$ cat config.mk
export PLATFORM = sky130hd
export DESIGN_NAME = chs_power_ctrl
export DESIGN_NICKNAME = d
export VERILOG_FILES = /design/src/rtl/chs_pkg.sv /design/src/rtl/chs_popcount.sv /design/src/rtl/chs_power_ctrl.sv
export SDC_FILE = /design/constraint.sdc
export NUM_CORES = 1
export LEC_CHECK = 0
export ABC_AREA = 1
export BUFFER_PORTS_ARGS = -buffer_cell sky130_fd_sc_hd__buf_2
export CORE_MARGIN = 2
export CORE_UTILIZATION = 25
export CTS_CLUSTER_DIAMETER = 80
export DETAILED_ROUTE_END_ITERATION = 8
export RECOVER_POWER = 25
export SLEW_MARGIN = 20
export SYNTH_ARGS = -nofsm -noshare
export SYNTH_HDL_FRONTEND = slang
export SYNTH_HIERARCHICAL = 1
export SYNTH_SLANG_ARGS = --single-unit
$ cat constraint.sdc
create_clock -name clk -period 5.9 [get_ports clk]
set_input_delay 0.885 -clock clk [delete_from_list [all_inputs] [get_ports clk]]
set_output_delay 0.885 -clock clk [all_outputs]
set_load 0.1 [all_outputs]
$ cat src/rtl/chs_pkg.sv
// Shared types and helpers for the cool/heat power controller.
package chs_pkg;

   typedef enum logic [1:0] {
      IDLE   = 2'd0,
      RAMP   = 2'd1,
      DRAIN  = 2'd2,
      SWITCH = 2'd3
   } chs_state_e;

   // Power width: enough bits to hold a count of 0..n.
   function automatic int chs_pw(input int n);
      return $clog2(n + 1);
   endfunction

endpackage

$ cat src/rtl/chs_popcount.sv
// Combinational population count of the request vector.
module chs_popcount
   import chs_pkg::*;
#(
   parameter int N_IN = 8,
   parameter int PW   = chs_pw(N_IN)
) (
   input  logic [N_IN-1:0] in_vec,
   output logic [PW-1:0]   count
);

   always_comb begin
      count = '0;
      for (int i = 0; i < N_IN; i++) begin
         count = count + PW'(in_vec[i]);
      end
   end

endmodule

$ cat src/rtl/chs_power_ctrl.sv
// Slew-limited cool/heat power controller. The target comes from the popcount of the
// accepted request; a mode change drains the power to zero before the mode flips.
//
//   state  | meaning
//   IDLE   | power and mode equal the target
//   RAMP   | mode matches, power stepping toward the target
//   DRAIN  | mode mismatch, power stepping down to zero
//   SWITCH | one cycle, mode takes the target mode
module chs_power_ctrl
   import chs_pkg::*;
#(
   parameter int N_IN = 8,
   parameter int STEP = 1,
   parameter int PW   = chs_pw(N_IN)
) (
   input  logic            clk,
   input  logic            rst_n,
   input  logic            in_valid,
   input  logic [N_IN-1:0] in,
   output logic            in_ready,
   output logic [PW-1:0]   chs_power,
   output logic            chs_mode,
   output logic            done
);

   localparam logic [PW-1:0] STEP_W = PW'(STEP);

   chs_state_e    state, state_nxt;
   logic [PW-1:0] tgt_power, tgt_power_nxt;
   logic          tgt_mode, tgt_mode_nxt;
   logic [PW-1:0] power_nxt;
   logic          mode_nxt;
   logic [PW-1:0] pop_count;
   logic [PW-1:0] diff;
   logic [PW-1:0] step_ramp;
   logic [PW-1:0] step_drain;
   logic          accept;
   logic          match_now;
   logic          match_nxt;

   chs_popcount #(
      .N_IN (N_IN),
      .PW   (PW)
   ) u_popcount (
      .in_vec (in),
      .count  (pop_count)
   );

   assign in_ready = (state == IDLE) || (state == RAMP);
   assign accept   = in_valid && in_ready;

   // Compare before subtracting so the step never exceeds the remaining distance.
   assign diff       = (tgt_power > chs_power) ? (tgt_power - chs_power) : (chs_power - tgt_power);
   assign step_ramp  = (diff < STEP_W) ? diff : STEP_W;
   assign step_drain = (chs_power < STEP_W) ? chs_power : STEP_W;

   always_comb begin
      state_nxt = state;
      power_nxt = chs_power;
      mode_nxt  = chs_mode;
      case (state)
         IDLE, RAMP: begin
            if (chs_mode != tgt_mode) begin
               state_nxt = DRAIN;
            end else if (chs_power != tgt_power) begin
               if (tgt_power > chs_power) power_nxt = chs_power + step_ramp;
               else                       power_nxt = chs_power - step_ramp;
               state_nxt = (power_nxt == tgt_power) ? IDLE : RAMP;
            end else begin
               state_nxt = IDLE;
            end
         end
         DRAIN: begin
            if (chs_power != '0) power_nxt = chs_power - step_drain;
            else                 state_nxt = SWITCH;
         end
         SWITCH: begin
            mode_nxt  = tgt_mode;
            state_nxt = (tgt_power == '0) ? IDLE : RAMP;
         end
         default: state_nxt = IDLE;
      endcase
   end

   // A retarget lands on the same edge as the step, so done must compare against the new target.
   assign tgt_power_nxt = accept ? pop_count    : tgt_power;
   assign tgt_mode_nxt  = accept ? pop_count[0] : tgt_mode;
   assign match_now     = (chs_power == tgt_power) && (chs_mode == tgt_mode);
   assign match_nxt     = (power_nxt == tgt_power_nxt) && (mode_nxt == tgt_mode_nxt);

   always_ff @(posedge clk or negedge rst_n) begin
      if (!rst_n) begin
         state     <= IDLE;
         chs_power <= '0;
         chs_mode  <= 1'b0;
         tgt_power <= '0;
         tgt_mode  <= 1'b0;
         done      <= 1'b0;
      end else begin
         state     <= state_nxt;
         chs_power <= power_nxt;
         chs_mode  <= mode_nxt;
         tgt_power <= tgt_power_nxt;
         tgt_mode  <= tgt_mode_nxt;
         done      <= !match_now && match_nxt;
      end
   end

endmodule

==> run_results.csv, run 1 <==
group,metric,value,unit
outcome,outcome,"finished clean",
placement,dpl.hpwl,2730,um
cts,postCtsSetupBuffers,0,
global_route,grt_max_degree,14,
sta,finClkSkew,0.00346,ns
floorplan,die_y,81.2,um
placement,io_buffers,17,
sta,finalSetupViolCount,0,
setup_path,worstSetupStartpoint,"chs_power[2]$_DFF_PN0_",
sta,max_clock_freq,254,MHz
route,wl_per_cell,11.0,um
route,dr.pass1.iters,4,
placement,dp_slack,1.88,ns
synthesis,ys_ff_latch,13,
sta,drv_slew,0,
min_path,hp-class,"reg -> reg",
route,drt_iter0_markers,85,
synthesis,syn-num-nets,240,
layout,layout-drive-gt1-share,0.133,
cts,cts_root_buf,"clkbuf_8",
cts,clk_latency,0.24,ns
route,vias_per_cell,4.29,
route,routed_wl,3300,um
route,vias,1286,
synthesis,yosysWarningCount,6,
global_route,grt_pass1_vias,1252,
sta,setup_slack,1.97,ns
run,drv_cap,0,
cts,cts_buffers,3,
setup_path,endpoint,"done$_DFF_PN0_",
sta,period_minus_slack,3.93,ns
sta,rsz0062_at_grt,"false",
cts,ctsResizeCount,0,
synthesis,synth.distinct_cells,32,
setup_path,worst-path-max-fanout,8,
floorplan,initial_utilization,0.255,
placement,place_area,1650,um^2
placement,place.gp.congestion,0.821,
layout,n_antenna_cell,0,
cts,clk_path_buf_depth,2,
cts,cts_tree,"built",
layout,synthToLayoutAreaGrowth,13.7,%
cts,htreeDepth,1,
global_route,overflow,0,
layout,layout_common_cells,"nand2_1 (48), inv_1 (47), nand3_1 (16), ha_1 (16), buf_2 (16)",
sta,setup_tns,0,ns
setup_path,r2r_end,"done$_DFF_PN0_",
layout,final_common_cell,"nand2_1",
sta,worstMarginPinSlew,0.694,ns
global_route,grt_usage,0.106,
sta,finalCritPeriodShare,0.667,
sta,hold_viol_final,0,
floorplan,core_area,5850,um^2
cts,clock_sinks,13,
global_route,grt_first_pass_wirelength,5600,um
sta,relSlewSlack,0.537,
synthesis,seq_area_frac_synth,0.218,
cts,clk_pin_slew_worst_paths,0.06,ns
synthesis,syn_inst,206,
setup_path,arrival,4.06,ns
setup_path,crit_type,"reg -> reg",
route,ant_nets,0,
setup_path,cp_data_required_time,6.03,ns
global_route,antenna_found_initial,0,
layout,fin_area,1690,um^2
floorplan,pin_count,18,
layout,finalNetCount,260,
setup_path,r2r_setup_slack,1.97,ns
route,drc_errors,0,
floorplan,dieArea,6590,um^2
cts,cts-hold-fix-buffers,0,
setup_path,timing.rr.start,"chs_power[2]$_DFF_PN0_",
setup_path,start_kind,"flop",
setup_path,r2r_cells,22,
floorplan,chipWidth,81.2,um
floorplan,fp-row-count,28,
setup_path,endpoint_kind,"flop",
synthesis,synth.avg_cell_area,7.23,um^2
synthesis,synth.cell_area,1490,um^2
[sequential cells by signal (all words and copies together), names as in the netlist]
signal and count:
chs_power 4, chs_mode 1, tgt_mode 1, tgt_power 4
state 2, done 1
[worst min path at each step]
| stage | start | endpoint | slack (ns) | depth (start not counted) |
|---|---|---|---|---|
| floorplan | tgt_mode$_DFF_PN0_ | chs_mode$_DFF_PN0_ | 0.52 | 2 |
| global placement | tgt_mode$_DFF_PN0_ | chs_mode$_DFF_PN0_ | 0.55 | 2 |
| detailed placement | tgt_mode$_DFF_PN0_ | chs_mode$_DFF_PN0_ | 0.56 | 2 |
| CTS | rst_n | state[1]$_DFFE_PN0P_ | 0.53 | 1 |
| global route | tgt_mode$_DFF_PN0_ | chs_mode$_DFF_PN0_ | 0.61 | 2 |
| finish | tgt_mode$_DFF_PN0_ | chs_mode$_DFF_PN0_ | 0.57 | 2 |
[per-stage QoR]
| step | util | instances | hold WS [ns] |
|---|---|---|---|
| 4_1_cts | 0.290 | 300 | 0.529 |
| 3_3_place_gp | 0.282 | 296 | 0.548 |
| 6_report | 0.290 | 300 | 0.569 |
| 5_1_grt | 0.290 | 300 | 0.611 |
| 2_1_floorplan | - | 206 | 0.525 |
| 3_5_place_dp | 0.282 | 296 | 0.560 |
[final cells by class]
| cell class | instances | area, um^2 |
|---|---|---|
| clock buffers | 4 | 45.0 |
| fillers | 643 | 4160 |
| inverters | 48 | 180 |
| multi-input cells | 143 | 966 |
| flip-flops and latches | 13 | 325 |
| well taps | 75 | 93.8 |
| repair buffers | 17 | 83.8 |
[metal layers]
layer | vias to the layer above | track usage | routed length, um
met4 | 0 | 0.0153 | 19
li1 | 672 | - | -
met5 | - | 0 | 0
met2 | 29 | 0.179 | 1530
met3 | 2 | 0.0144 | 127
met1 | 583 | 0.149 | 1620
[cell usage after synthesis]
cell type | number | area [um^2]
o21ai_2 | 2 | 17.5
o211ai_1 | 1 | 7.51
buf_4 | 1 | 7.51
or2_2 | 1 | 6.26
nand4_1 | 1 | 6.26
a21boi_0 | 1 | 7.51
inv_1 | 47 | 176
conb_1 | 1 | 3.75
nor2_4 | 1 | 11.3
nand2_2 | 1 | 6.26
nor3_1 | 1 | 5.00
nand3_2 | 2 | 20.0
xor2_1 | 5 | 43.8
o22ai_1 | 1 | 6.26
nor3_2 | 1 | 10.0
or2_1 | 2 | 12.5
o21ai_0 | 8 | 40.0
and2b_1 | 1 | 7.51
a21oi_1 | 10 | 50.1
o211ai_2 | 1 | 12.5
ha_1 | 16 | 200
nor2_1 | 8 | 30.0
xnor2_1 | 4 | 35.0
nand3_1 | 16 | 80.1
nor4_1 | 1 | 6.26
buf_6 | 1 | 11.3
nand2_1 | 48 | 180
nand3b_1 | 1 | 7.51
dfrtp_1 | 13 | 325
inv_2 | 1 | 3.75
fa_1 | 7 | 140
nand4_2 | 1 | 12.5
[cells by family (layout without fill, tap and decap cells)]
group / after synthesis / after routing / synth area share
AND/OR/NAND/NOR: 86 / 86 / 0.270
flip-flops: 13 / 13 / 0.218
adder cells (fa/ha/maj): 23 / 23 / 0.228
AO/OA/AOI/OAI: 24 / 24 / 0.0949
XOR/XNOR: 9 / 9 / 0.0529
buffers and inverters: 50 / 69 / 0.134
other: 1 / 1 / 0.00252
[worst max-delay path: stages, from the launching register on]
cell,delay (ns)
dfrtp_1,0.59
inv_1,0.15
ha_1,0.46
nand4_2,0.23
nand2_1,0.18
inv_1,0.09
nand2_1,0.07
nand2_1,0.06
nand2_2,0.08
inv_1,0.05
ha_1,0.16
or2_2,0.29
ha_1,0.33
nand2_1,0.05
o21ai_0,0.21
xor2_1,0.21
inv_1,0.06
nand3_1,0.10
nand2_1,0.07
nand2_1,0.09
nand2_1,0.08
a21oi_1,0.13
nor2_1,0.06
Power of run 1 is left out: the tool's default activity adds up to more than one toggle a clock period on the data nets, which glitch-free logic cannot reach.
==> inputs of run 2 (changes only) <==
==> constraint.sdc (replaced) <==
create_clock -name clk -period 3.4 [get_ports clk]
set_input_delay 0.51 -clock clk [delete_from_list [all_inputs] [get_ports clk]]
set_output_delay 0.51 -clock clk [all_outputs]
set_load 0.1 [all_outputs]
==> run_results.csv, run 2 (synthesis results as in run 1) <==
group,metric,value,unit
outcome,outcome,"complete, but fails checks",
outcome,violations,"setup timing",
cts,cts_buffers,3,
layout,top_regs,"chs_power (4), tgt_power (4), state (2)",
route,wl_per_cell,11.3,um
setup_path,worst-path-max-fanout,2,
floorplan,die_y,81.2,um
cts,cts_root_buf,"clkbuf_8",
route,routed_wl,3560,um
setup_path,timing.rr.start,"chs_power[0]$_DFF_PN0_",
placement,dp.cells,308,
setup_path,worstSetupStartpoint,"in[0]",
sta,finalSetupViolCount,1,
floorplan,dieArea,6590,um^2
floorplan,chipWidth,81.2,um
sta,relSlewSlack,0.493,
global_route,grt_first_pass_wirelength,6380,um
route,ant_nets,0,
route,vias_per_cell,4.40,
global_route,grt_max_degree,14,
layout,layout-drive-gt1-share,0.357,
placement,place.gp.congestion,0.922,
cts,cts-hold-fix-buffers,0,
setup_path,start_kind,"input pin",
layout,synthToLayoutAreaGrowth,32.9,%
layout,fin_cells,316,
setup_path,crit_type,"in -> reg",
sta,worstMarginPinSlew,0.761,ns
layout,fin_area,1980,um^2
cts,clock_sinks,13,
cts,clk_path_buf_depth,2,
min_path,hp-class,"in -> async",
setup_path,endpoint_kind,"flop",
layout,n_fill_cell,609,
floorplan,initial_utilization,0.255,
run,drv_cap,0,
layout,n_antenna_cell,0,
route,dr.pass1.iters,4,
global_route,grt_usage,0.123,
placement,place_area,1800,um^2
layout,layout_common_cells,"nand2_1 (42), inv_1 (39), buf_2 (16), buf_4 (16), nand3_1 (14)",
layout,finalNetCount,276,
sta,period_minus_slack,3.40,ns
cts,cts_tree,"built",
sta,setup_slack,-0.00379,ns
layout,final_util,0.339,
route,drc_errors,0,
sta,finClkSkew,0.00499,ns
floorplan,pin_count,18,
cts,htreeDepth,1,
cts,clk_pin_slew_worst_paths,0.06,ns
placement,io_buffers,17,
sta,rsz0062_at_grt,"true",
floorplan,core_area,5850,um^2
sta,finalCritPeriodShare,1.00,
floorplan,fp-row-count,28,
setup_path,arrival,3.59,ns
global_route,grt_pass1_vias,1451,
global_route,overflow,0,
global_route,antenna_found_initial,0,
sta,drv_slew,0,
sta,hold_viol_final,0,
cts,clk_latency,0.25,ns
sta,setup_tns,-0.00379,ns
placement,dpl.hpwl,2890,um
route,vias,1391,
layout,final_common_cell,"nand2_1",
setup_path,cp_data_required_time,3.58,ns
route,drt_iter0_markers,63,
sta,max_clock_freq,294,MHz
[run 2: layout make-up]
cell class | instances | area (um^2) | share of cell area
Multi-Input combinational cell | 143 | 1110 | 0.561
Clock buffer | 3 | 41.3 | 0.0208
Sequential cell | 13 | 340 | 0.172
Tap cell | 75 | 93.8 | 0.0474
Timing Repair Buffer | 33 | 204 | 0.103
Clock inverter | 1 | 5.00 | 0.00253
Inverter | 48 | 185 | 0.0935
[run 2: critical path, cell delays in order]
cell     delay [ns]
buf_2          0.07
inv_1          0.04
fa_1           0.54
fa_1           0.43
fa_1           0.44
inv_1          0.07
ha_1           0.15
inv_1          0.05
fa_1           0.48
inv_1          0.04
nand2_1        0.05
o21ai_0        0.13
xor2_1         0.21
nor3_2         0.20
nand2_1        0.07
nor2_1         0.10
[run 2: per-stage QoR]
step           hold slack (ns)  worst slack, ns
2_1_floorplan            0.214           0.0100
3_3_place_gp             0.413           -0.160
3_5_place_dp             0.416           -0.231
4_1_cts                  0.147         -0.00536
5_1_grt                  0.359           -0.173
6_report                 0.305         -0.00379
[run 2: path summary, 6_finish.rpt]
kind,cells after the start,end,slack (ns)
max,16,done$_DFF_PN0_,-0.004
min in group clk,2,chs_mode$_DFF_PN0_,0.57
max reg2reg,25,done$_DFF_PN0_,0.02
min reg2reg,2,chs_mode$_DFF_PN0_,0.57
min,1,done$_DFF_PN0_,0.30
max in group asynchronous,1,chs_power[2]$_DFF_PN0_,2.54
[run 2: repair_timing]
item | in CTS | in global routing
hold endpoints to repair | 0 | 0
pin swaps | 19 | 14
gates resized for setup | 21 | 11
buffers inserted | 2 | 2
setup endpoints to repair | 2 | 4
[run 2: routing by layer]
| layer | GRT usage | vias up | wire (um) |
|---|---|---|---|
| met4 | 0.0441 | 0 | 60 |
| li1 | - | 705 | - |
| met1 | 0.152 | 641 | 1540 |
| met2 | 0.221 | 38 | 1830 |
| met3 | 0.0133 | 7 | 133 |
| met5 | 0 | - | 0 |
Power of run 2 is left out for the same reason.
==> inputs of run 3 (changes only) <==
==> constraint.sdc (replaced) <==
create_clock -name clk -period 3.8 [get_ports clk]
set_input_delay 0.57 -clock clk [delete_from_list [all_inputs] [get_ports clk]]
set_output_delay 0.57 -clock clk [all_outputs]
set_load 0.1 [all_outputs]
==> run_results.csv, run 3 (synthesis results as in run 1) <==
group,metric,value,unit
outcome,outcome,"finished clean",
setup_path,cp_data_required_time,3.97,ns
cts,clk_pin_slew_worst_paths,0.05,ns
sta,drv_slew,0,
setup_path,endpoint,"done$_DFF_PN0_",
placement,place.gp.congestion,0.867,
global_route,grt_usage,0.109,
layout,multi_input_area,1000,um^2
floorplan,dieArea,6590,um^2
global_route,grt_max_degree,14,
floorplan,core_area,5850,um^2
cts,cts_root_buf,"clkbuf_8",
setup_path,critical-path-top-delay-family,"simple AND/OR/NAND/NOR gates",
route,ant_nets,0,
setup_path,worstSetupStartpoint,"chs_power[0]$_DFF_PN0_",
route,wl_per_cell,10.8,um
floorplan,die_y,81.2,um
cts,clk_latency,0.24,ns
layout,layout-drive-gt1-share,0.216,
sta,finalSetupViolCount,0,
setup_path,endpoint_kind,"flop",
floorplan,pin_count,18,
cts,clk_path_buf_depth,2,
route,dr.pass1.iters,4,
sta,finClkSkew,0.00360,ns
layout,top_regs,"chs_power (4), tgt_power (4), state (2)",
layout,synthToLayoutAreaGrowth,20.2,%
setup_path,start_kind,"flop",
cts,htreeDepth,1,
setup_path,timing.rr.start,"chs_power[0]$_DFF_PN0_",
sta,rsz0062_at_grt,"false",
setup_path,cp_num_cells,25,
setup_path,crit_type,"reg -> reg",
route,drt_iter0_markers,81,
min_path,hp-class,"in -> async",
setup_path,crit_path_frequent_cell,"inv_1",
layout,seq_area,330,um^2
layout,finalNetCount,267,
floorplan,initial_utilization,0.255,
sta,finalCritPeriodShare,0.930,
cts,cts_buffers,3,
sta,setup_tns,0,ns
placement,io_buffers,17,
setup_path,r2r_setup_slack,0.26,ns
global_route,overflow,0,
setup_path,r2r_end,"done$_DFF_PN0_",
layout,layout_common_cells,"inv_1 (46), nand2_1 (46), buf_2 (16)",
cts,clock_sinks,13,
sta,period_minus_slack,3.54,ns
global_route,antenna_found_initial,0,
layout,n_antenna_cell,0,
sta,hold_viol_final,0,
layout,n_fill_cell,615,
run,drv_cap,0,
sta,max_clock_freq,283,MHz
global_route,grt_first_pass_wirelength,5700,um
setup_path,arrival,3.70,ns
setup_path,slowest_stage,"fa_1",
route,routed_wl,3320,um
placement,dpl.hpwl,2790,um
setup_path,critPathBufInv,5,
floorplan,chipWidth,81.2,um
cts,cts_tree,"built",
setup_path,cp_slowest_stage_delay,0.48,ns
route,drc_errors,0,
setup_path,worst-path-max-fanout,4,
global_route,grt_pass1_vias,1239,
sta,worstMarginPinSlew,0.688,ns
route,vias_per_cell,4.25,
setup_path,r2r_cells,25,
route,vias,1304,
sta,relSlewSlack,0.541,
floorplan,fp-row-count,28,
-- run 3: changes by cell type in the layout (fill, tap and decap cells not counted), moves of 3 or more --
| cell | delta |
|---|---|
| a21oi_1 | +4 |
| a21oi_2 | -4 |
| buf_4 | -9 |
| dfrtp_2 | +4 |
| dfrtp_4 | -4 |
| ha_1 | +5 |
| ha_4 | -4 |
| inv_1 | +7 |
| inv_2 | -5 |
| nand2_1 | +4 |
| nand2_2 | -3 |
-- run 3: layer usage --
layer / global-route usage / share of wire / vias up
met3: 0.0144 / 0.036 / 2
met5: 0 / 0 / -
met1: 0.149 / 0.50 / 583
li1: - / - / 687
met2: 0.186 / 0.46 / 32
met4: 0.0203 / 0.0057 / 0
-- run 3: metrics by stage --
| step | utilization | std cells | instance area, um^2 | setup slack (ns) | hold slack, ns |
|---|---|---|---|---|---|
| floorplan | - | 206 | 1500 | 0.0611 | 0.274 |
| global placement | 0.289 | 301 | 1690 | 0.135 | 0.471 |
| detailed placement | 0.289 | 301 | 1690 | 0.0955 | 0.472 |
| CTS | 0.297 | 305 | 1740 | 0.113 | 0.215 |
| global route | 0.306 | 307 | 1790 | 0.0185 | 0.417 |
| finish | 0.306 | 307 | 1790 | 0.265 | 0.347 |
-- run 3: final cells by class --
cell class,count,share of cell area
flip-flops and latches,13,0.184
clock buffers,4,0.0252
inverters,48,0.101
well taps,75,0.0524
repair buffers,24,0.0762
multi-input cells,143,0.561
-- run 3: how the worst min path moves through the flow --
| stage | slack (ns) | endpoint | cells past startpoint |
|---|---|---|---|
| 2_1_floorplan | 0.27 | chs_mode$_DFF_PN0_ | 0 |
| 3_3_place_gp | 0.47 | state[1]$_DFFE_PN0P_ | 1 |
| 3_5_place_dp | 0.47 | done$_DFF_PN0_ | 1 |
| 4_1_cts | 0.21 | state[1]$_DFFE_PN0P_ | 1 |
| 5_1_grt | 0.42 | state[1]$_DFFE_PN0P_ | 1 |
| 6_report | 0.35 | state[1]$_DFFE_PN0P_ | 1 |
-- run 3: repair_timing --
| item | in CTS | in global routing |
|---|---|---|
| hold endpoints to repair | 0 | 0 |
| resized for setup | 0 | 10 |
| hold buffers | 0 | 0 |
| setup buffers | 0 | 2 |
| endpoints found under the setup margin | 0 | 3 |
Power of run 3 is left out for the same reason.
